File: src/rtl/dual_path_add_sched_pkg.sv
// Shared definitions for the dual-path adder scheduler: default sizes, FSM codes,
// requester ids, the tag-pipe entry type and small operand helpers.
package dual_path_add_sched_pkg;

    localparam int SIZE_MANTISSA_D = 24;
    localparam int SIZE_EXPONENT_D = 8;
    localparam int LATENCY_D       = 4;
    localparam int FIFO_DEPTH_D    = 4;

    localparam logic [1:0] ST_RUN   = 2'b00;
    localparam logic [1:0] ST_DRAIN = 2'b01;
    localparam logic [1:0] ST_DONE  = 2'b10;

    localparam logic REQ_ID0 = 1'b0;
    localparam logic REQ_ID1 = 1'b1;

    typedef struct packed {
        logic valid;
        logic id;
    } tag_t;

    function automatic logic f_eff_sub(input logic sub, input logic sign_a, input logic sign_b);
        return sub ^ sign_a ^ sign_b;
    endfunction

    function automatic logic f_even_parity2(input logic [1:0] bits);
        return ^bits;
    endfunction

endpackage

File: src/rtl/dual_path_add_sched_if.sv
// Handshake bundle between the scheduler and its environment (requesters, adder, consumers).
interface dual_path_add_sched_if #(
    parameter int SIZE_WORD = 32
);
    logic [1:0]           req_valid;
    logic [1:0]           req_ready;
    logic [SIZE_WORD-1:0] req_a0;
    logic [SIZE_WORD-1:0] req_b0;
    logic [SIZE_WORD-1:0] req_a1;
    logic [SIZE_WORD-1:0] req_b1;
    logic [1:0]           req_sub;
    logic                 adder_in_valid;
    logic [SIZE_WORD-1:0] adder_a;
    logic [SIZE_WORD-1:0] adder_b;
    logic                 adder_eff_sub;
    logic                 adder_near;
    logic [SIZE_WORD-1:0] adder_res;
    logic [1:0]           res_valid;
    logic [1:0]           res_ready;
    logic [SIZE_WORD-1:0] res_data0;
    logic [SIZE_WORD-1:0] res_data1;
    logic                 flush;
    logic                 flush_done;

    modport master (
        output req_valid, req_a0, req_b0, req_a1, req_b1, req_sub,
        output adder_res, res_ready, flush,
        input  req_ready, adder_in_valid, adder_a, adder_b, adder_eff_sub, adder_near,
        input  res_valid, res_data0, res_data1, flush_done
    );

    modport slave (
        input  req_valid, req_a0, req_b0, req_a1, req_b1, req_sub,
        input  adder_res, res_ready, flush,
        output req_ready, adder_in_valid, adder_a, adder_b, adder_eff_sub, adder_near,
        output res_valid, res_data0, res_data1, flush_done
    );

endinterface

File: src/rtl/dual_path_add_sched_fifo.sv
// Per-requester result FIFO with a registered head word, plus its overflow checker.
module sched_result_fifo #(
    parameter int SIZE_WORD  = 32,
    parameter int FIFO_DEPTH = 4
) (
    input  logic                               i_clk,
    input  logic                               i_rst,
    input  logic                               i_push,
    input  logic [SIZE_WORD-1:0]               i_wdata,
    input  logic                               i_pop,
    output logic                               o_valid,
    output logic [SIZE_WORD-1:0]               o_data,
    output logic [$clog2(FIFO_DEPTH+1)-1:0]    o_count
);

    localparam int PTR_W = $clog2(FIFO_DEPTH);
    localparam int CNT_W = $clog2(FIFO_DEPTH+1);

    logic [SIZE_WORD-1:0] r_mem [FIFO_DEPTH];
    logic [PTR_W-1:0]     r_wr_ptr;
    logic [PTR_W-1:0]     r_rd_ptr;
    logic [CNT_W-1:0]     r_count;
    logic                 r_valid;
    logic [SIZE_WORD-1:0] r_head;

    logic                 w_pop;
    logic [PTR_W-1:0]     w_rd_next;
    logic [CNT_W-1:0]     w_count_next;
    logic [SIZE_WORD-1:0] w_head_next;

    assign w_pop     = i_pop & r_valid;
    assign w_rd_next = r_rd_ptr + PTR_W'(1);

    // Next occupancy and next head; the head comes from storage unless the FIFO runs dry.
    always_comb begin
        w_count_next = r_count;
        w_head_next  = r_head;
        if (i_push && !w_pop) begin
            w_count_next = r_count + CNT_W'(1);
        end else if (!i_push && w_pop) begin
            w_count_next = r_count - CNT_W'(1);
        end else begin
            w_count_next = r_count;
        end
        if (w_pop) begin
            if (r_count > CNT_W'(1)) begin
                w_head_next = r_mem[w_rd_next];
            end else if (i_push) begin
                w_head_next = i_wdata;
            end else begin
                w_head_next = r_head;
            end
        end else if (i_push && !r_valid) begin
            w_head_next = i_wdata;
        end else begin
            w_head_next = r_head;
        end
    end

    // Storage array write.
    always_ff @(posedge i_clk) begin
        if (i_push) begin
            r_mem[r_wr_ptr] <= i_wdata;
        end
    end

    // Pointers, occupancy and registered head.
    always_ff @(posedge i_clk) begin
        if (!i_rst) begin
            r_wr_ptr <= '0;
            r_rd_ptr <= '0;
            r_count  <= '0;
            r_valid  <= 1'b0;
            r_head   <= '0;
        end else begin
            if (i_push) begin
                r_wr_ptr <= r_wr_ptr + PTR_W'(1);
            end
            if (w_pop) begin
                r_rd_ptr <= w_rd_next;
            end
            r_count <= w_count_next;
            r_valid <= (w_count_next != '0);
            r_head  <= w_head_next;
        end
    end

    assign o_valid = r_valid;
    assign o_data  = r_head;
    assign o_count = r_count;

    sched_result_fifo_chk #(
        .CNT_W      (CNT_W),
        .FIFO_DEPTH (FIFO_DEPTH)
    ) u_chk (
        .i_clk   (i_clk),
        .i_rst   (i_rst),
        .i_push  (i_push),
        .i_count (r_count)
    );

endmodule

module sched_result_fifo_chk #(
    parameter int CNT_W      = 3,
    parameter int FIFO_DEPTH = 4
) (
    input logic             i_clk,
    input logic             i_rst,
    input logic             i_push,
    input logic [CNT_W-1:0] i_count
);

    // Credits bound occupancy, so a push into a full FIFO means the accounting broke.
    always_ff @(posedge i_clk) begin
        if (i_rst) begin
            assert (!(i_push && (i_count == CNT_W'(FIFO_DEPTH))));
        end
    end

endmodule

File: src/rtl/dual_path_add_sched.sv
// Two-requester front end for a shared fixed-latency dual-path FP adder:
// round-robin arbitration, near/far path select, tag pipe, credited result FIFOs and drain FSM.
module dual_path_add_sched
    import dual_path_add_sched_pkg::*;
#(
    parameter int SIZE_MANTISSA = SIZE_MANTISSA_D,
    parameter int SIZE_EXPONENT = SIZE_EXPONENT_D,
    parameter int LATENCY       = LATENCY_D,
    parameter int FIFO_DEPTH    = FIFO_DEPTH_D
) (
    input logic                   i_clk,
    input logic                   i_rst,
    dual_path_add_sched_if.slave  io_bus
);

    localparam int SW    = SIZE_EXPONENT + SIZE_MANTISSA;
    localparam int CNT_W = $clog2(FIFO_DEPTH+1);
    localparam int EW1   = SIZE_EXPONENT + 1;

    logic [1:0]             r_state;
    logic [1:0]             w_state_next;
    logic                   r_rr_last;
    logic [CNT_W-1:0]       r_credit [2];

    logic                   w_run;
    logic [1:0]             w_elig;
    logic [1:0]             w_grant;
    logic                   w_grant_any;
    logic                   w_grant_id;
    logic [SW-1:0]          w_sel_a;
    logic [SW-1:0]          w_sel_b;
    logic                   w_sel_sub;
    logic [SIZE_EXPONENT-1:0] w_exp_a;
    logic [SIZE_EXPONENT-1:0] w_exp_b;
    logic [EW1-1:0]         w_exp_diff;
    logic                   w_eff_sub;
    logic                   w_near;

    logic                   r_issue_v;
    logic                   r_issue_id;
    logic [SW-1:0]          r_adder_a;
    logic [SW-1:0]          r_adder_b;
    logic                   r_eff_sub;
    logic                   r_near;

    tag_t                   r_tag [LATENCY];
    logic                   w_tag_busy;
    logic [1:0]             w_push;
    logic [1:0]             w_pop;
    logic [1:0]             w_res_valid;
    logic [SW-1:0]          w_res_data0;
    logic [SW-1:0]          w_res_data1;
    logic [CNT_W-1:0]       w_fifo_count0;
    logic [CNT_W-1:0]       w_fifo_count1;
    logic [1:0]             w_fifo_clear;
    logic                   w_drained;

    // Grants only in RUN, never in the cycle flush is first seen, never while reset is applied.
    assign w_run     = i_rst & (r_state == ST_RUN) & ~io_bus.flush;
    assign w_elig[0] = io_bus.req_valid[0] & (r_credit[0] != '0) & w_run;
    assign w_elig[1] = io_bus.req_valid[1] & (r_credit[1] != '0) & w_run;

    // Round-robin pick: a tie goes to the requester that was not granted last.
    always_comb begin
        w_grant = 2'b00;
        case (w_elig)
            2'b01:   w_grant = 2'b01;
            2'b10:   w_grant = 2'b10;
            2'b11:   w_grant = r_rr_last ? 2'b01 : 2'b10;
            default: w_grant = 2'b00;
        endcase
    end

    assign w_grant_any = |w_grant;
    assign w_grant_id  = w_grant[1];
    assign w_sel_a     = w_grant_id ? io_bus.req_a1 : io_bus.req_a0;
    assign w_sel_b     = w_grant_id ? io_bus.req_b1 : io_bus.req_b0;
    assign w_sel_sub   = w_grant_id ? io_bus.req_sub[1] : io_bus.req_sub[0];
    assign w_exp_a     = w_sel_a[SW-2 -: SIZE_EXPONENT];
    assign w_exp_b     = w_sel_b[SW-2 -: SIZE_EXPONENT];
    assign w_eff_sub   = f_eff_sub(w_sel_sub, w_sel_a[SW-1], w_sel_b[SW-1]);

    // Absolute exponent distance; near path only for an effective subtract within one binade.
    always_comb begin
        w_exp_diff = '0;
        if (w_exp_a >= w_exp_b) begin
            w_exp_diff = {1'b0, w_exp_a} - {1'b0, w_exp_b};
        end else begin
            w_exp_diff = {1'b0, w_exp_b} - {1'b0, w_exp_a};
        end
    end

    assign w_near = w_eff_sub & (w_exp_diff <= EW1'(1));

    // Issue register: the adder sees the granted operands one cycle after the grant.
    always_ff @(posedge i_clk) begin
        if (!i_rst) begin
            r_issue_v  <= 1'b0;
            r_issue_id <= 1'b0;
            r_adder_a  <= '0;
            r_adder_b  <= '0;
            r_eff_sub  <= 1'b0;
            r_near     <= 1'b0;
        end else begin
            r_issue_v <= w_grant_any;
            if (w_grant_any) begin
                r_issue_id <= w_grant_id;
                r_adder_a  <= w_sel_a;
                r_adder_b  <= w_sel_b;
                r_eff_sub  <= w_eff_sub;
                r_near     <= w_near;
            end
        end
    end

    // Tag pipe follows each issued op so its result can be steered when the adder answers.
    always_ff @(posedge i_clk) begin
        if (!i_rst) begin
            for (int k = 0; k < LATENCY; k++) begin
                r_tag[k] <= '0;
            end
        end else begin
            r_tag[0].valid <= r_issue_v;
            r_tag[0].id    <= r_issue_id;
            for (int k = 1; k < LATENCY; k++) begin
                r_tag[k] <= r_tag[k-1];
            end
        end
    end

    // Any op between issue and FIFO push.
    always_comb begin
        w_tag_busy = r_issue_v;
        for (int k = 0; k < LATENCY; k++) begin
            w_tag_busy = w_tag_busy | r_tag[k].valid;
        end
    end

    assign w_push[0] = r_tag[LATENCY-1].valid & (r_tag[LATENCY-1].id == REQ_ID0);
    assign w_push[1] = r_tag[LATENCY-1].valid & (r_tag[LATENCY-1].id == REQ_ID1);
    assign w_pop     = io_bus.res_ready & w_res_valid;

    // Credits: one per FIFO slot, spent on grant and returned on pop.
    always_ff @(posedge i_clk) begin
        for (int i = 0; i < 2; i++) begin
            if (!i_rst) begin
                r_credit[i] <= CNT_W'(FIFO_DEPTH);
            end else if (w_grant[i] && !w_pop[i]) begin
                r_credit[i] <= r_credit[i] - CNT_W'(1);
            end else if (!w_grant[i] && w_pop[i]) begin
                r_credit[i] <= r_credit[i] + CNT_W'(1);
            end
        end
    end

    // Round-robin history, advanced only when something is granted.
    always_ff @(posedge i_clk) begin
        if (!i_rst) begin
            r_rr_last <= 1'b1;
        end else if (w_grant_any) begin
            r_rr_last <= w_grant_id;
        end
    end

    // A FIFO counts as empty if it is empty now or its last entry is popped this cycle.
    assign w_fifo_clear[0] = (w_fifo_count0 == '0) | ((w_fifo_count0 == CNT_W'(1)) & w_pop[0]);
    assign w_fifo_clear[1] = (w_fifo_count1 == '0) | ((w_fifo_count1 == CNT_W'(1)) & w_pop[1]);
    assign w_drained       = ~w_tag_busy & (&w_fifo_clear);

    // Drain FSM next state.
    always_comb begin
        w_state_next = r_state;
        case (r_state)
            ST_RUN: begin
                if (io_bus.flush) begin
                    w_state_next = ST_DRAIN;
                end else begin
                    w_state_next = ST_RUN;
                end
            end
            ST_DRAIN: begin
                if (w_drained) begin
                    w_state_next = ST_DONE;
                end else begin
                    w_state_next = ST_DRAIN;
                end
            end
            ST_DONE: begin
                if (io_bus.flush) begin
                    w_state_next = ST_DONE;
                end else begin
                    w_state_next = ST_RUN;
                end
            end
            default: w_state_next = ST_RUN;
        endcase
    end

    // Drain FSM state register.
    always_ff @(posedge i_clk) begin
        if (!i_rst) begin
            r_state <= ST_RUN;
        end else begin
            r_state <= w_state_next;
        end
    end

    sched_result_fifo #(
        .SIZE_WORD  (SW),
        .FIFO_DEPTH (FIFO_DEPTH)
    ) u_fifo0 (
        .i_clk   (i_clk),
        .i_rst   (i_rst),
        .i_push  (w_push[0]),
        .i_wdata (io_bus.adder_res),
        .i_pop   (io_bus.res_ready[0]),
        .o_valid (w_res_valid[0]),
        .o_data  (w_res_data0),
        .o_count (w_fifo_count0)
    );

    sched_result_fifo #(
        .SIZE_WORD  (SW),
        .FIFO_DEPTH (FIFO_DEPTH)
    ) u_fifo1 (
        .i_clk   (i_clk),
        .i_rst   (i_rst),
        .i_push  (w_push[1]),
        .i_wdata (io_bus.adder_res),
        .i_pop   (io_bus.res_ready[1]),
        .o_valid (w_res_valid[1]),
        .o_data  (w_res_data1),
        .o_count (w_fifo_count1)
    );

    assign io_bus.req_ready      = w_grant;
    assign io_bus.adder_in_valid = r_issue_v;
    assign io_bus.adder_a        = r_adder_a;
    assign io_bus.adder_b        = r_adder_b;
    assign io_bus.adder_eff_sub  = r_eff_sub;
    assign io_bus.adder_near     = r_near;
    assign io_bus.res_valid      = w_res_valid;
    assign io_bus.res_data0      = w_res_data0;
    assign io_bus.res_data1      = w_res_data1;
    assign io_bus.flush_done     = i_rst & (r_state == ST_DONE) & io_bus.flush;

endmodule

File: src/flat_wrapper.sv
// flat-port wrapper written by rule: the top's interface ports become plain ports
module dual_path_add_sched_flat import dual_path_add_sched_pkg::*;
#(
    parameter int SIZE_MANTISSA = SIZE_MANTISSA_D,
    parameter int SIZE_EXPONENT = SIZE_EXPONENT_D,
    parameter int LATENCY       = LATENCY_D,
    parameter int FIFO_DEPTH    = FIFO_DEPTH_D
)
  (i_clk, i_rst, io_bus_req_valid, io_bus_req_a0, io_bus_req_b0, io_bus_req_a1, io_bus_req_b1, io_bus_req_sub, io_bus_adder_res, io_bus_res_ready, io_bus_flush, io_bus_req_ready, io_bus_adder_in_valid, io_bus_adder_a, io_bus_adder_b, io_bus_adder_eff_sub, io_bus_adder_near, io_bus_res_valid, io_bus_res_data0, io_bus_res_data1, io_bus_flush_done);
  dual_path_add_sched_if #(.SIZE_WORD(32)) io_bus_i ();
  input logic i_clk;
  input logic i_rst;
  input wire logic [$bits(io_bus_i.req_valid)-1:0] io_bus_req_valid;
  input wire logic [$bits(io_bus_i.req_a0)-1:0] io_bus_req_a0;
  input wire logic [$bits(io_bus_i.req_b0)-1:0] io_bus_req_b0;
  input wire logic [$bits(io_bus_i.req_a1)-1:0] io_bus_req_a1;
  input wire logic [$bits(io_bus_i.req_b1)-1:0] io_bus_req_b1;
  input wire logic [$bits(io_bus_i.req_sub)-1:0] io_bus_req_sub;
  input wire logic [$bits(io_bus_i.adder_res)-1:0] io_bus_adder_res;
  input wire logic [$bits(io_bus_i.res_ready)-1:0] io_bus_res_ready;
  input wire logic [$bits(io_bus_i.flush)-1:0] io_bus_flush;
  output wire logic [$bits(io_bus_i.req_ready)-1:0] io_bus_req_ready;
  output wire logic [$bits(io_bus_i.adder_in_valid)-1:0] io_bus_adder_in_valid;
  output wire logic [$bits(io_bus_i.adder_a)-1:0] io_bus_adder_a;
  output wire logic [$bits(io_bus_i.adder_b)-1:0] io_bus_adder_b;
  output wire logic [$bits(io_bus_i.adder_eff_sub)-1:0] io_bus_adder_eff_sub;
  output wire logic [$bits(io_bus_i.adder_near)-1:0] io_bus_adder_near;
  output wire logic [$bits(io_bus_i.res_valid)-1:0] io_bus_res_valid;
  output wire logic [$bits(io_bus_i.res_data0)-1:0] io_bus_res_data0;
  output wire logic [$bits(io_bus_i.res_data1)-1:0] io_bus_res_data1;
  output wire logic [$bits(io_bus_i.flush_done)-1:0] io_bus_flush_done;
  assign io_bus_i.req_valid = io_bus_req_valid;
  assign io_bus_i.req_a0 = io_bus_req_a0;
  assign io_bus_i.req_b0 = io_bus_req_b0;
  assign io_bus_i.req_a1 = io_bus_req_a1;
  assign io_bus_i.req_b1 = io_bus_req_b1;
  assign io_bus_i.req_sub = io_bus_req_sub;
  assign io_bus_i.adder_res = io_bus_adder_res;
  assign io_bus_i.res_ready = io_bus_res_ready;
  assign io_bus_i.flush = io_bus_flush;
  assign io_bus_req_ready = io_bus_i.req_ready;
  assign io_bus_adder_in_valid = io_bus_i.adder_in_valid;
  assign io_bus_adder_a = io_bus_i.adder_a;
  assign io_bus_adder_b = io_bus_i.adder_b;
  assign io_bus_adder_eff_sub = io_bus_i.adder_eff_sub;
  assign io_bus_adder_near = io_bus_i.adder_near;
  assign io_bus_res_valid = io_bus_i.res_valid;
  assign io_bus_res_data0 = io_bus_i.res_data0;
  assign io_bus_res_data1 = io_bus_i.res_data1;
  assign io_bus_flush_done = io_bus_i.flush_done;
  dual_path_add_sched #(.SIZE_MANTISSA(SIZE_MANTISSA), .SIZE_EXPONENT(SIZE_EXPONENT), .LATENCY(LATENCY), .FIFO_DEPTH(FIFO_DEPTH)) u_core (.i_clk(i_clk), .i_rst(i_rst), .io_bus(io_bus_i));
endmodule
File: config.mk
export PLATFORM = sky130hd
export DESIGN_NAME = dual_path_add_sched_flat
export DESIGN_NICKNAME = d
export VERILOG_FILES = /design/src/rtl/dual_path_add_sched_pkg.sv /design/src/rtl/dual_path_add_sched_if.sv /design/src/rtl/dual_path_add_sched_fifo.sv /design/src/rtl/dual_path_add_sched.sv /design/src/flat_wrapper.sv
export SDC_FILE = /design/constraint.sdc
export NUM_CORES = 1
export LEC_CHECK = 0
export BUFFER_PORTS_ARGS = -buffer_cell sky130_fd_sc_hd__buf_2
export CORE_MARGIN = 4
export CORE_UTILIZATION = 35
export DETAILED_ROUTE_END_ITERATION = 10
export GPL_ROUTABILITY_DRIVEN = 0
export GPL_TIMING_DRIVEN = 0
export PLACE_DENSITY = 0.53
export SYNTH_ARGS = -nofsm -noshare
export SYNTH_HDL_FRONTEND = slang
export SYNTH_SLANG_ARGS = --single-unit
export TNS_END_PERCENT = 10
File: constraint.sdc
create_clock -name i_clk -period 5.6 [get_ports i_clk]
set_input_delay 0.28 -clock i_clk [delete_from_list [all_inputs] [get_ports i_clk]]
set_output_delay 0.28 -clock i_clk [all_outputs]
set_load 0.1 [all_outputs]
Word level (Yosys, flattened, before mapping)

Memories as Yosys holds them, arrays and structs flattened.
Cells that the tools add are included.

Bits in writable memories: 270
Memories: 4
Register bits: 151
Output and inout port bits: 136
Logic and storage cells: 170
Bits of input ports: 169

Mux-type cells: 51
Equality and inequality tests: 9
Reduce and logical (&&, ||, !) cells: 33
Order comparisons: 4
$add $sub $neg: 14
Bitwise gates (word level): 37

Memories:

| name                 | words | width | rd ports | clocked after Yosys merged registers in | write ports | RTL line                       | RTL |
|---|---|---|---|---|---|---|---|
| u_core.u_fifo0.r_mem | 4     | 32    | 1        | 0                                       | 1           | dual_path_add_sched_fifo.sv:19 | `logic [SIZE_WORD-1:0] r_mem [FIFO_DEPTH];` |
| u_core.u_fifo1.r_mem | 4     | 32    | 1        | 0                                       | 1           | dual_path_add_sched_fifo.sv:19 |  |
| u_core.r_tag         | 4     | 2     | 4        | 0                                       | 4           | dual_path_add_sched.sv:46      | `tag_t r_tag [LATENCY];` |
| u_core.r_credit      | 2     | 3     | 2        | 0                                       | 2           | dual_path_add_sched.sv:23      | `logic [CNT_W-1:0] r_credit [2];` |

Operator list:

| cell                                                            | number |
|---|---|
| two-way mux 32 bit                                              | 10 |
| two-way mux 1 bit                                               | 24 |
| two-way mux 3 bit                                               | 8 |
| subtractor 8 x 8 -> 9 bit                                       | 2 |
| AND 1 bit                                                       | 16 |
| bitwise OR 1 bit                                                | 15 |
| adder 3 x 1 -> 3 bit (second input constant)                    | 4 |
| two-way mux 2 bit                                               | 6 |
| one-hot mux 2 bit (3 select lines)                              | 2 |
| nonzero test 3 bit                                              | 4 |
| subtractor 3 x 1 -> 3 bit (second input constant)               | 4 |
| logical AND 1 bit                                               | 10 |
| logical NOT 1 bit                                               | 10 |
| less-or-equal comparator 9 x 1 -> 1 bit (second input constant) | 1 |
| two-way mux 9 bit                                               | 1 |
| adder 2 x 1 -> 2 bit (second input constant)                    | 4 |
| >= comparator 8 bit                                             | 1 |
| equality test 2 bit (second input constant)                     | 3 |
| equality test 3 x 1 -> 1 bit (second input constant)            | 2 |
| > comparator 3 x 1 -> 1 bit (second input constant)             | 2 |
| logical NOT 3 bit                                               | 2 |
| != test 3 x 2 -> 1 bit (second input constant)                  | 2 |
| AND reduction 2 bit                                             | 3 |
| equality test 2 x 1 -> 1 bit (second input constant)            | 2 |
| 6 further kinds                                                 | 10 |

Longest topological paths before layout

Gate-level depths: netlist of run 1.

Depth after elaboration: 13
Mapped depth: 20
Gate-level depth less buffers: 18

By module

Synthesis of run 1 repeated with hierarchy kept, for this count alone.

Cell total of the unflattened synthesis: 1302
Area total of the unflattened synthesis: 17942.2 um^2

Modules (own cells, without submodules):

| module              | sequential area each (um^2) | cells an instance | times used | area an instance (um^2) |
|---|---|---|---|---|
| sched_result_fifo   | 4644.5                      | 396               | 2          | 6695.2 |
| dual_path_add_sched | 1761.7                      | 510               | 1          | 4551.9 |

Worst setup path after synthesis of run 1

No wires, ideal clock.

Path kind: reg2reg
Start point: mem u_core.r_credit[0][0]
End point: reg u_core.r_near, in the netlist u_core.io_bus.adder_near
Period minus slack after synthesis: 4681 ps
Slack: 919 ps
Buffers on the path: 3
Cell stages (with the launch flop): 21
Data arrival time: 4597 ps
Data required time: 5516 ps
Setup time: 84 ps
Path through: edfxtp_1 -> inv_1 -> ha_1 -> ha_1 -> and3b_1 -> or3_4 -> clkbuf_1 -> inv_2 -> buf_2 -> mux2i_1 -> inv_1 -> ha_1 -> clkbuf_1 -> and4_1 -> a221oi_2 -> and2_1 -> a31oi_4 -> a211oi_2 -> a21oi_1 -> xor2_1 -> o31ai_2

RTL lines:

| what                   | RTL line                   | RTL |
|---|---|---|
| start: declaration     | dual_path_add_sched.sv:23  |  |
| end signal: assignment | dual_path_add_sched.sv:111 | `r_near <= w_near;` |
| end: declaration       | dual_path_add_sched.sv:44  | `logic r_near;` |

==> results of run 1 <==
[sequential cells by signal (all words and copies together), names as in the netlist, 2 cells and up]
| name | cells |
|---|---|
| u_core.io_bus.adder_a | 32 |
| u_core.u_fifo0.o_count | 3 |
| u_core.u_fifo0.r_wr_ptr | 2 |
| u_core.r_credit | 6 |
| u_core.u_fifo1.o_data | 32 |
| u_core.u_fifo1.r_rd_ptr | 2 |
| u_core.r_state | 2 |
| u_core.r_tag | 8 |
| u_core.io_bus.adder_b | 32 |
| u_core.u_fifo1.r_wr_ptr | 2 |
| u_core.u_fifo1.r_mem | 128 |
| u_core.u_fifo0.r_mem | 128 |
| u_core.u_fifo0.r_rd_ptr | 2 |
| u_core.u_fifo0.o_data | 32 |
| u_core.u_fifo1.o_count | 3 |
[layer usage]
metal	track usage [%]	up-vias	routed length, um
met4	5.19	4	1410
met2	32.0	395	25300
met3	4.62	88	3330
met5	0	-	22
met1	23.5	5896	21200
li1	-	5567	-
[stage by stage]
step | hold WS (ns) | cells | power (uW)
2_1_floorplan | 0.379 | 1233 | 5170
3_3_place_gp | 0.417 | 2208 | 5660
3_5_place_dp | 0.418 | 2216 | 5670
4_1_cts | 0.00180 | 2392 | 8780
5_1_grt | 0.0140 | 2393 | 9030
6_report | 0.0292 | 2394 | 8670
[worst paths after layout]
check / start / end / slack (ns) / cells past startpoint
worst max-delay path: u_core.r_credit[0][0] / u_core.io_bus.adder_near / 0.46 / 20
worst min register to register: u_core.r_tag[0][4] / u_core.r_tag[0][6] / 0.43 / 1
worst min-delay path: io_bus_req_b0[3] / u_core.io_bus.adder_b[3] / 0.03 / 3
worst max register to register: u_core.r_credit[0][0] / u_core.io_bus.adder_near / 0.46 / 20
[area by class of cell]
type                       instances  share of cell area [%]
inverter                          37                   0.615
multi-input combinational        691                    27.2
sequential                       421                    48.9
clock buffer                      65                    5.77
antenna                            2                  0.0222
clock inverter                    21                   0.908
buffer                            84                    1.45
tap                              672                    3.72
timing repair buffer             401                    11.4
[repair_timing]
item	in CTS	in global routing
endpoints found under the setup margin	0	1
resized for setup	0	1
hold endpoints to repair	82	0
hold buffers	90	0
[logic make-up (layout without fill, tap and decap cells)]
group	Yosys count	after routing	synth area share, %
AOI/OAI and AO/OA	197	197	8.26
xor gates and xnor gates	27	27	1.34
adders and majority gates	38	38	2.82
buffers and inverters	121	608	2.65
DFF	421	421	62.7
muxes	199	199	15.9
other	0	2	0
and+or+nand+nor	230	230	6.36
[layout by cell type, fill, tap and decap left out, drive strengths merged, types with 11 or more instances in the layout]
cell         synthesis  final
a21o                11     11
a21oi               21     21
and2                22     22
buf                 12    323
clkbuf              72    137
clkinv               0     15
dfxtp              159    159
dlygate4sd3          0     90
edfxtp             262    262
ha                  35     35
inv                 37     40
mux2i              133    133
mux4                64     64
nand2               90     90
nand3               73     73
o211a               64     64
o21ai               69     69
xnor2               18     18
[critical path, stage by stage, from the launching register on]
cell      delay (ns)
edfxtp_1        0.42
inv_1           0.08
ha_1            0.15
ha_1            0.18
and3b_1         0.19
or3_4           0.39
clkbuf_1        0.30
inv_2           0.18
buf_2           0.32
mux2i_1         0.46
inv_1           0.09
ha_1            0.27
clkbuf_1        0.21
a21o_1          0.26
a221oi_4        0.45
mux2_2          0.39
a31oi_1         0.17
xnor2_1         0.08
nor2_1          0.13
nand4_1         0.15
o31ai_2         0.18
[report_power, final]
group	switching, uW	total [uW]	internal (uW)
clock network	1250	3020	1770
registers	102	3550	3450
logic	1560	2100	546
[cell usage after synthesis, drive strengths merged (2+ instances only)]
| library cell | count |
|---|---|
| a211oi | 4 |
| a21boi | 3 |
| a21o | 11 |
| a21oi | 21 |
| a221oi | 2 |
| a22o | 2 |
| a31oi | 3 |
| and2 | 22 |
| and3 | 7 |
| and4 | 2 |
| buf | 12 |
| clkbuf | 72 |
| dfxtp | 159 |
| edfxtp | 262 |
| fa | 3 |
| ha | 35 |
| inv | 37 |
| mux2 | 2 |
| mux2i | 133 |
| mux4 | 64 |
| nand2 | 90 |
| nand2b | 3 |
| nand3 | 73 |
| nand3b | 2 |
| nor2 | 10 |
| nor2b | 4 |
| nor3 | 5 |
| nor4b | 2 |
| o211a | 64 |
| o211ai | 2 |
| o21a | 4 |
| o21ai | 69 |
| o21bai | 2 |
| o22ai | 2 |
| o311ai | 2 |
| o31ai | 2 |
| or2 | 2 |
| or3 | 3 |
| xnor2 | 18 |
| xor2 | 9 |
==> run metrics, run 1 <==
post-CTS setup buffers 0; Pre-antenna DRT Iters 5; critical path arrival 5.63 ns; H-Tree Depth 2; HP Class in2reg; PnR worst setup slack 0.455 ns; first-pass GRT wire length 75800 um; FF+latch count, synth 421; Starting Density 35.3%; Main synth FF type edfxtp_1; antenna violations before repair 5; Max Clock Freq 0.194 GHz; RSZ-0062 raised after global routing no; I/O Buffers 303; outcome finished, final reports clean; max_cap viols 0; Yosys top cell by area edfxtp_1; top post-synthesis cells by area edfxtp_1 45%, dfxtp_1 18%, mux4_2 8.2%; DIE WIDTH 232 um; synth warn 0; Final Instance Area 22600 um2; library cells used by synthesis 60; Worst setup EP type register; syn nets 1440; pre-CTS WS 0.199 ns; pwr/cell area 384 nW/um2; Post-DRT Antenna Nets 0; post-synthesis cell count 1233; core area 50000 um2; Slew @ Worst Pin 1.13 ns; crit path max fanout 10; CTS Buf Count 47; skew final 0.0134 ns; crit share post-route 91.9%; CTS tree done; Filler Cell Count 4564; Post-synth EDFFs 262; setup TNS 0 ns; setup violators final 0; Clk pin slew, worst setup/hold paths 0.06 ns; crit start category register; Avg WL per Cell 21.4 um; sequential fraction of the synthesis area 62.7%; Post-Route WL 51300 um; vias in the first global route 12175; Die Y 232 um; area grow syn2layout 28.1%; die area 54000 um2; total grt overflow 0; vias post-DR 11950; Worst Path Required 6.09 ns; Area after DPL 20200 um2; Post-DP HPWL 35400 um; final hold violation count 0; I/O pins 305; clk root buf clkbuf_16; register area 11100 um2; share of async-settable or async-resettable flops after synthesis 0%; CP Class reg2reg; Final Core Density 45.2%; mapped cell area 17600 um2; final-report max-slew violation count 0; CTS Buffer Depth 3; Multi-input gate area 6140 um2; normalized max-slew margin 23.8%; Clock Sinks 421; Final min period 5.14 ns; GR Util All Layers 18.7%; routed vias/inst 4.99; Nets 1890; Leak 0.00960 uW; initial drt markers 691; row count 82; Worst VDD drop 0.184 mV; Yosys top cell area share 44.6%; largest net degree at the start of global routing 24; share of layout cells above drive strength 1 27.4%; DRC Markers 0; worst-skew pair later-pin latency 0.57 ns; Synth Area per Inst 14.3 um2
Power figures use the tool's default switching activity.
==> run 2: changes to the inputs <==
- CORE_MARGIN: 4 -> 10
==> run 2 against run 1 <==
Compared with the run above: first-iteration DRC count up 15%; via count grew 0.13%; global-route usage down 1.3 points; combinational power about the same; sequential cell count stayed put; hold slack lost 0.0075 ns; clock-buffer cell count up 8; maximum frequency shrank 0.93%; critical path depth unchanged; critical path type unchanged.
==> run metrics, run 2 (synthesis results as in run 1) <==
DRC Markers 0 (unchanged); Flop pwr share 41.1% (+0.2 points); DIE WIDTH 244 um (+5.2%); HP Class in2reg; core area 50000 um2 (unchanged); critical path arrival 5.69 ns (+0.06 ns); Pre-antenna DRT Iters 5 (unchanged); Power, Total 8640 uW (-0.34%); crit share post-route 92.7% (+0.86 points); die area 59800 um2 (+11%); vias in the first global route 12656 (+4.0%); WL met3 3330 um (+0.21%); normalized max-slew margin 13.8% (-10 points); R2R Setup Slk 0.41 ns (-0.05 ns); Worst VDD drop 0.218 mV (+18%); setup TNS 0 ns (unchanged); combinational power share 24.5% (+0.2 points); final hold violation count 0 (unchanged); Die Y 244 um (+5.2%); routed vias/inst 4.98 (-0.24%); Max Clock Freq 0.193 GHz (-0.93%); I/O pins 305 (unchanged); Post-DP HPWL 37400 um (+5.4%); CTS tree done; metal2 WL 26100 um (+2.9%); total grt overflow 0 (unchanged); Worst setup EP type register; Sw Pwr 2920 uW (+0.36%); Avg WL per Cell 22.0 um (+2.7%); reg-to-reg endpoint u_core.io_bus.adder_near; worst-skew pair later-pin latency 0.59 ns (+0.02 ns); RSZ-0062 raised after global routing no; worst reg2reg path depth 20 (unchanged); Clk pin slew, worst setup/hold paths 0.06 ns (about the same); initial drt markers 797 (+15%); biggest regs u_core.u_fifo0.r_mem (128), u_core.u_fifo1.r_mem (128); crit start category register; vias post-DR 11966 (+0.13%); CP Class reg2reg; Hold EP u_core.io_bus.adder_b[10]; outcome finished, final reports clean; launch point of the worst reg-to-reg path u_core.r_credit[0][0]; Clock Sinks 421 (unchanged); Leak 0.00965 uW (+0.49%); largest net degree at the start of global routing 20 (-17%); I/O Buffers 303 (unchanged); antenna violations before repair 2 (-3); Met1 Wirelength 22300 um (+5.0%); post-CTS setup buffers 0 (unchanged); area grow syn2layout 28.7%; Net Sw Frac 33.7% (+0.23 points); first-pass GRT wire length 79300 um (+4.5%); P_int 5730 uW (-0.69%); clk root buf clkbuf_16; GR Util All Layers 17.3% (-1.3 points); Starting Density 35.3% (unchanged); most common cell after layout, fill and taps aside buf_2; max_cap viols 0 (unchanged); Antenna Cells 0 (-2); skew final 0.0145 ns (+0.00115 ns); H-Tree Depth 2 (unchanged); Nets 1899 (+0.48%); share of layout cells above drive strength 1 27.2% (-0.23 points); row count 82 (unchanged); CTS Buf Count 47 (unchanged); CTS Buffer Depth 3 (unchanged); Hold Path Origin io_bus_req_b1[10]; Post-Route WL 52900 um (+3.1%); Area after DPL 20200 um2 (+0.19%); top sig layer met5; setup violators final 0 (unchanged); Filler Cell Count 4554 (-0.22%); most frequent cells in the layout 307 x buf_2, 262 x edfxtp_1, 159 x dfxtp_1; Final Instance Area 22700 um2 (+0.51%); Final min period 5.19 ns (+0.0482 ns); final-report max-slew violation count 0 (unchanged); Slew @ Worst Pin 1.28 ns (+0.149 ns); crit path max fanout 10 (unchanged); Post-DRT Antenna Nets 0 (unchanged); pwr/cell area 381 nW/um2 (-0.85%); Hold Crit Depth 3 (unchanged); Worst Path Required 6.10 ns (about the same); Final Core Density 45.4% (+0.23 points); clock power share 34.4% (-0.4 points)
-- run 2: cell count changes in the layout (fill, tap and decap cells not counted), sizes merged --
cell	previous run	this run
clkbuf	137	145
inv	40	41
diode	2	0
clkinv	15	10
dlygate4sd3	90	99
bufinv	3	1
-- run 2: power groups by stage --
| stage | registers (uW) | logic, uW | clock network [uW] |
|---|---|---|---|
| 6_report | 3550 | 2120 | 2980 |
| 5_1_grt | 3570 | 2250 | 3180 |
| 4_1_cts | 3550 | 2130 | 3060 |
| 3_5_place_dp | 3610 | 2070 | 0 |
| 3_3_place_gp | 3610 | 2050 | 0 |
| 2_1_floorplan | 4450 | 722 | 0 |
-- run 2: stage by stage --
stage	hold slack [ns]	cells	setup slack, ns
3_5_place_dp	0.420	2216	0.274
4_1_cts	0.000528	2403	0.262
3_3_place_gp	0.416	2208	0.341
2_1_floorplan	0.379	1233	0.919
6_report	0.0217	2403	0.407
5_1_grt	0.0164	2403	0.0454
-- run 2: worst max-delay path: stages (launching register included) --
cell	delay, ns
edfxtp_1	0.42
inv_1	0.08
ha_1	0.15
ha_1	0.19
and3b_1	0.21
or3_4	0.40
clkbuf_1	0.28
inv_2	0.16
buf_2	0.32
mux2i_1	0.46
inv_1	0.09
ha_1	0.27
clkbuf_1	0.22
and4_1	0.29
a221oi_4	0.43
mux2_2	0.38
a31oi_1	0.18
xnor2_1	0.09
nor2_1	0.15
nand4_1	0.16
o31ai_2	0.19
-- run 2: timing repair --
| item | in CTS | in global routing |
|---|---|---|
| gates resized for setup | 0 | 1 |
| hold buffers | 99 | 0 |
| setup endpoints to repair | 0 | 1 |
| hold endpoints to repair | 142 | 0 |
-- run 2: per-layer routing --
| metal | vias to the layer above | GRT usage (%) |
|---|---|---|
| li1 | 5589 | - |
| met1 | 5932 | 21.0 |
| met2 | 368 | 29.9 |
| met3 | 75 | 4.44 |
| met4 | 2 | 5.02 |
| met5 | - | 0 |
-- run 2: how the worst max path moves through the flow --
stage | from | endpoint | slack [ns] | cells after the start
after detailed placement | i_rst | u_core.io_bus.adder_near | 0.27 | 18
final | u_core.r_credit[0][0] | u_core.io_bus.adder_near | 0.41 | 20
after floorplan | u_core.r_credit[0][0] | u_core.io_bus.adder_near | 0.92 | 20
after global placement | i_rst | u_core.io_bus.adder_near | 0.34 | 18
after CTS | u_core.r_credit[0][0] | u_core.io_bus.adder_near | 0.26 | 20
after global routing | u_core.r_credit[0][0] | u_core.io_bus.adder_near | 0.05 | 20
-- run 2: final cells by class --
class                      instances  area (um2)  share of cell area [%]
buffer                            84         328                    1.44
timing repair buffer             410        2710                    11.9
clock buffer                      73        1360                    5.97
inverter                          37         139                   0.612
tap                              672         841                    3.70
sequential                       421       11100                    48.7
multi-input combinational        691        6140                    27.0
clock inverter                    15         148                   0.650
==> run 3: changes to the inputs <==
- ABC_AREA: unset -> 1
- RECOVER_POWER: unset -> 100
==> run 3 against run 2 <==
Compared with the run above: the run now ends with max-capacitance violations, max-slew violations left; design area shrank 2.5%; highest routed layer is now met4; largest power group unchanged; sequential share of layout area up 1.2 points; area after synthesis grew 0.13%; critical endpoint unchanged; wire length rose by 10%; combinational power increased by 14%.
==> run metrics, run 3 <==
normalized max-slew margin -29.5% (-43 points); critical path's largest stage delay 0.60 ns (+0.14 ns); final-report max-slew violation count 209 (+209); Final Core Density 44.2% (-1.2 points); RSZ-0062 raised after global routing no; synth warn 0 (unchanged); crit-path cells inv_1 > ha_1 > ha_1 > inv_1 > nand3_1 > nand4_1 > buf_6 > clkbuf_1 > clkbuf_1 > o21ai_0 > inv_1 > ha_1 > nand2_1 > o21ai_0 > nand3_2 > nand2_2 > nand2_4 > nand2_4 > nor2_1 > nor2_1 > nand4_1 > o21bai_1; Post-DRT Antenna Nets 0 (unchanged); Nets 2434 (+28%); Post-Route WL 58300 um (+10%); CP Class reg2reg; max_cap viols 8 (+8); area grow syn2layout 25.4%; critical path arrival 5.15 ns (-0.54 ns); I/O Buffers 304 (+0.33%); antenna violations before repair 5 (+3); Clock Sinks 421 (unchanged); P_int 5600 uW (-2.2%); CP max-delay cell clkbuf_1; routed vias/inst 5.03 (+0.96%); die area 59800 um2 (+0.13%); largest net degree at the start of global routing 29 (+45%); Flop pwr share 40.2% (-0.9 points); most common cell in the netlist nand2_1; Power, Total 8900 uW (+3.0%); most frequent cells in the layout 287 x clkbuf_1, 282 x nand2_1, 262 x edfxtp_1; HP Class in2reg; share of layout cells above drive strength 1 10.1% (-17 points); Post-synth EDFFs 262 (unchanged); failing checks max-capacitance violations, max-slew violations; biggest regs u_core.u_fifo0.r_mem (128), u_core.u_fifo1.r_mem (128); setup violators final 0 (unchanged); Leak 0.00870 uW (-9.8%); DIE WIDTH 245 um (about the same); Worst VDD drop 0.322 mV (+48%); Post-DP HPWL 41500 um (+11%); core area 50100 um2 (+0.21%); Worst Path Required 6.12 ns (+0.02 ns); GR Util All Layers 18.8% (+1.4 points); combinational power share 27.2% (+2.7 points); Buf+Inv Stages, Crit Path 6 (unchanged); Starting Density 35.3% (about the same); Pre-antenna DRT Iters 5 (unchanged); outcome finished with violations; setup TNS 0 ns (unchanged); top post-synthesis cells by area edfxtp_1 45%, dfxtp_1 18%, o21ai_0 6.9%; # resized after CTS 0 (unchanged); Area after DPL 20300 um2 (+0.24%); Max Clock Freq 0.216 GHz (+12%); vias post-DR 14775 (+23%); crit path max fanout 10 (unchanged); Net Sw Frac 37.0% (+3.3 points); Commonest cells post-synth 282 x nand2_1, 262 x edfxtp_1, 243 x o21ai_0; Clk pin slew, worst setup/hold paths 0.06 ns (about the same); most common cell after layout, fill and taps aside clkbuf_1; skew final 0.0266 ns (+0.0121 ns); post-CTS setup buffers 0 (unchanged); row count 82 (unchanged); I/O pins 305 (unchanged); Avg WL per Cell 19.8 um (-9.8%); Worst setup EP type register; pwr/cell area 402 nW/um2 (+5.6%); Die Y 245 um (about the same); register area 11100 um2 (unchanged); crit share post-route 82.7% (-10 points); CTS Buf Count 46 (-2.1%); Final min period 4.63 ns (-0.560 ns); clock power share 32.6% (-1.8 points); first-pass GRT wire length 87200 um (+10%); final hold violation count 0 (unchanged); CTS Buffer Depth 3 (unchanged); post-synthesis cell count 1780 (+44%); vias in the first global route 14355 (+13%); Multi-input gate area 5580 um2 (-9.2%); Sw Pwr 3300 uW (+13%); delay-heaviest family, CP buffers and inverters; CTS tree done; Yosys top cell area share 44.5% (-0.060 points); Final Instance Area 22100 um2 (-2.5%); Yosys top cell by area edfxtp_1; Slew @ Worst Pin 1.94 ns (+0.658 ns); syn nets 1987 (+38%); library cells used by synthesis 44 (-27%); hold buffer count at cts 87 (-12%); Synth Area per Inst 9.92 um2 (-31%); crit start category register; DRC Markers 0 (unchanged); mapped cell area 17700 um2 (+0.13%); Filler Cell Count 4948 (+8.7%); worst-skew pair later-pin latency 0.58 ns (about the same); Main synth FF type edfxtp_1; clk root buf clkbuf_16; FF+latch count, synth 421 (unchanged); H-Tree Depth 2 (unchanged); total grt overflow 0 (unchanged); initial drt markers 1193 (+50%); sequential fraction of the synthesis area 62.6% (-0.084 points); share of async-settable or async-resettable flops after synthesis 0% (unchanged)
[run 3: logic make-up (layout without fill, tap and decap cells)]
family,after synthesis,after routing,share of synthesized area [%]
AOI/OAI and AO/OA,467,467,14.5
DFF,421,421,62.6
and+or+nand+nor,575,575,13.8
other,0,4,0
adders and majority gates,38,38,2.82
buffers and inverters,269,752,5.81
xor gates and xnor gates,8,8,0.397
muxes,2,2,0.120
[run 3: through the flow]
step | std cells | setup WS (ns) | hold WS (ns)
after floorplan | 1780 | 2.11 | 0.379
after global placement | 2756 | 1.07 | 0.397
after detailed placement | 2764 | 1.04 | 0.397
after CTS | 2935 | 0.986 | 0.00127
after global routing | 2939 | 0.466 | 0.0319
final | 2939 | 0.967 | 0.0311
[run 3: path summary, 6_finish.rpt]
kind / to / cells past startpoint / from / slack (ns)
setup reg to reg: u_core.io_bus.adder_near / 22 / u_core.r_credit[0][0] / 0.97
hold reg to reg: u_core.r_tag[0][6] / 2 / u_core.r_tag[0][4] / 0.41
hold / removal: u_core.io_bus.adder_a[10] / 3 / io_bus_req_a1[10] / 0.03
setup / recovery: u_core.io_bus.adder_near / 22 / u_core.r_credit[0][0] / 0.97
[run 3: layer usage]
layer  GRT usage (%)  share of wire, %  up-vias
met1            24.7                43     7053
met3            3.89               7.1      123
met2            29.5                46      542
met4            8.04               3.9        0
li1                -                 -     7057
met5               0                 0        -
[run 3: worst register-to-register path, stage by stage, from the launching register on]
cell and delay (ns):
edfxtp_1 0.37, inv_1 0.06, ha_1 0.20, ha_1 0.19, inv_1 0.08, nand3_1 0.15
nand4_1 0.17, buf_6 0.17, clkbuf_1 0.28, clkbuf_1 0.60, o21ai_0 0.39, inv_1 0.18
ha_1 0.16, nand2_1 0.06, o21ai_0 0.55, nand3_2 0.14, nand2_2 0.11, nand2_4 0.10
nand2_4 0.14, nor2_1 0.05, nor2_1 0.12, nand4_1 0.14, o21bai_1 0.16
[run 3: layout make-up]
cell class                      instances  share of cell area (%)
Clock buffer                           68                    5.75
Multi-Input combinational cell       1090                    25.2
Buffer                                100                    1.77
Clock inverter                         16                   0.701
Inverter                              169                    2.86
Timing Repair Buffer                  399                    9.98
Sequential cell                       421                    49.9
Tap cell                              672                    3.80
Antenna cell                            4                  0.0452
[run 3: power by group through the flow]
stage          logic, uW  clock network (uW)  registers (uW)
2_1_floorplan        813                   0            4590
3_3_place_gp        2370                   0            3630
3_5_place_dp        2380                   0            3630
4_1_cts             2470                2970            3570
5_1_grt             2600                3100            3590
6_report            2420                2900            3580
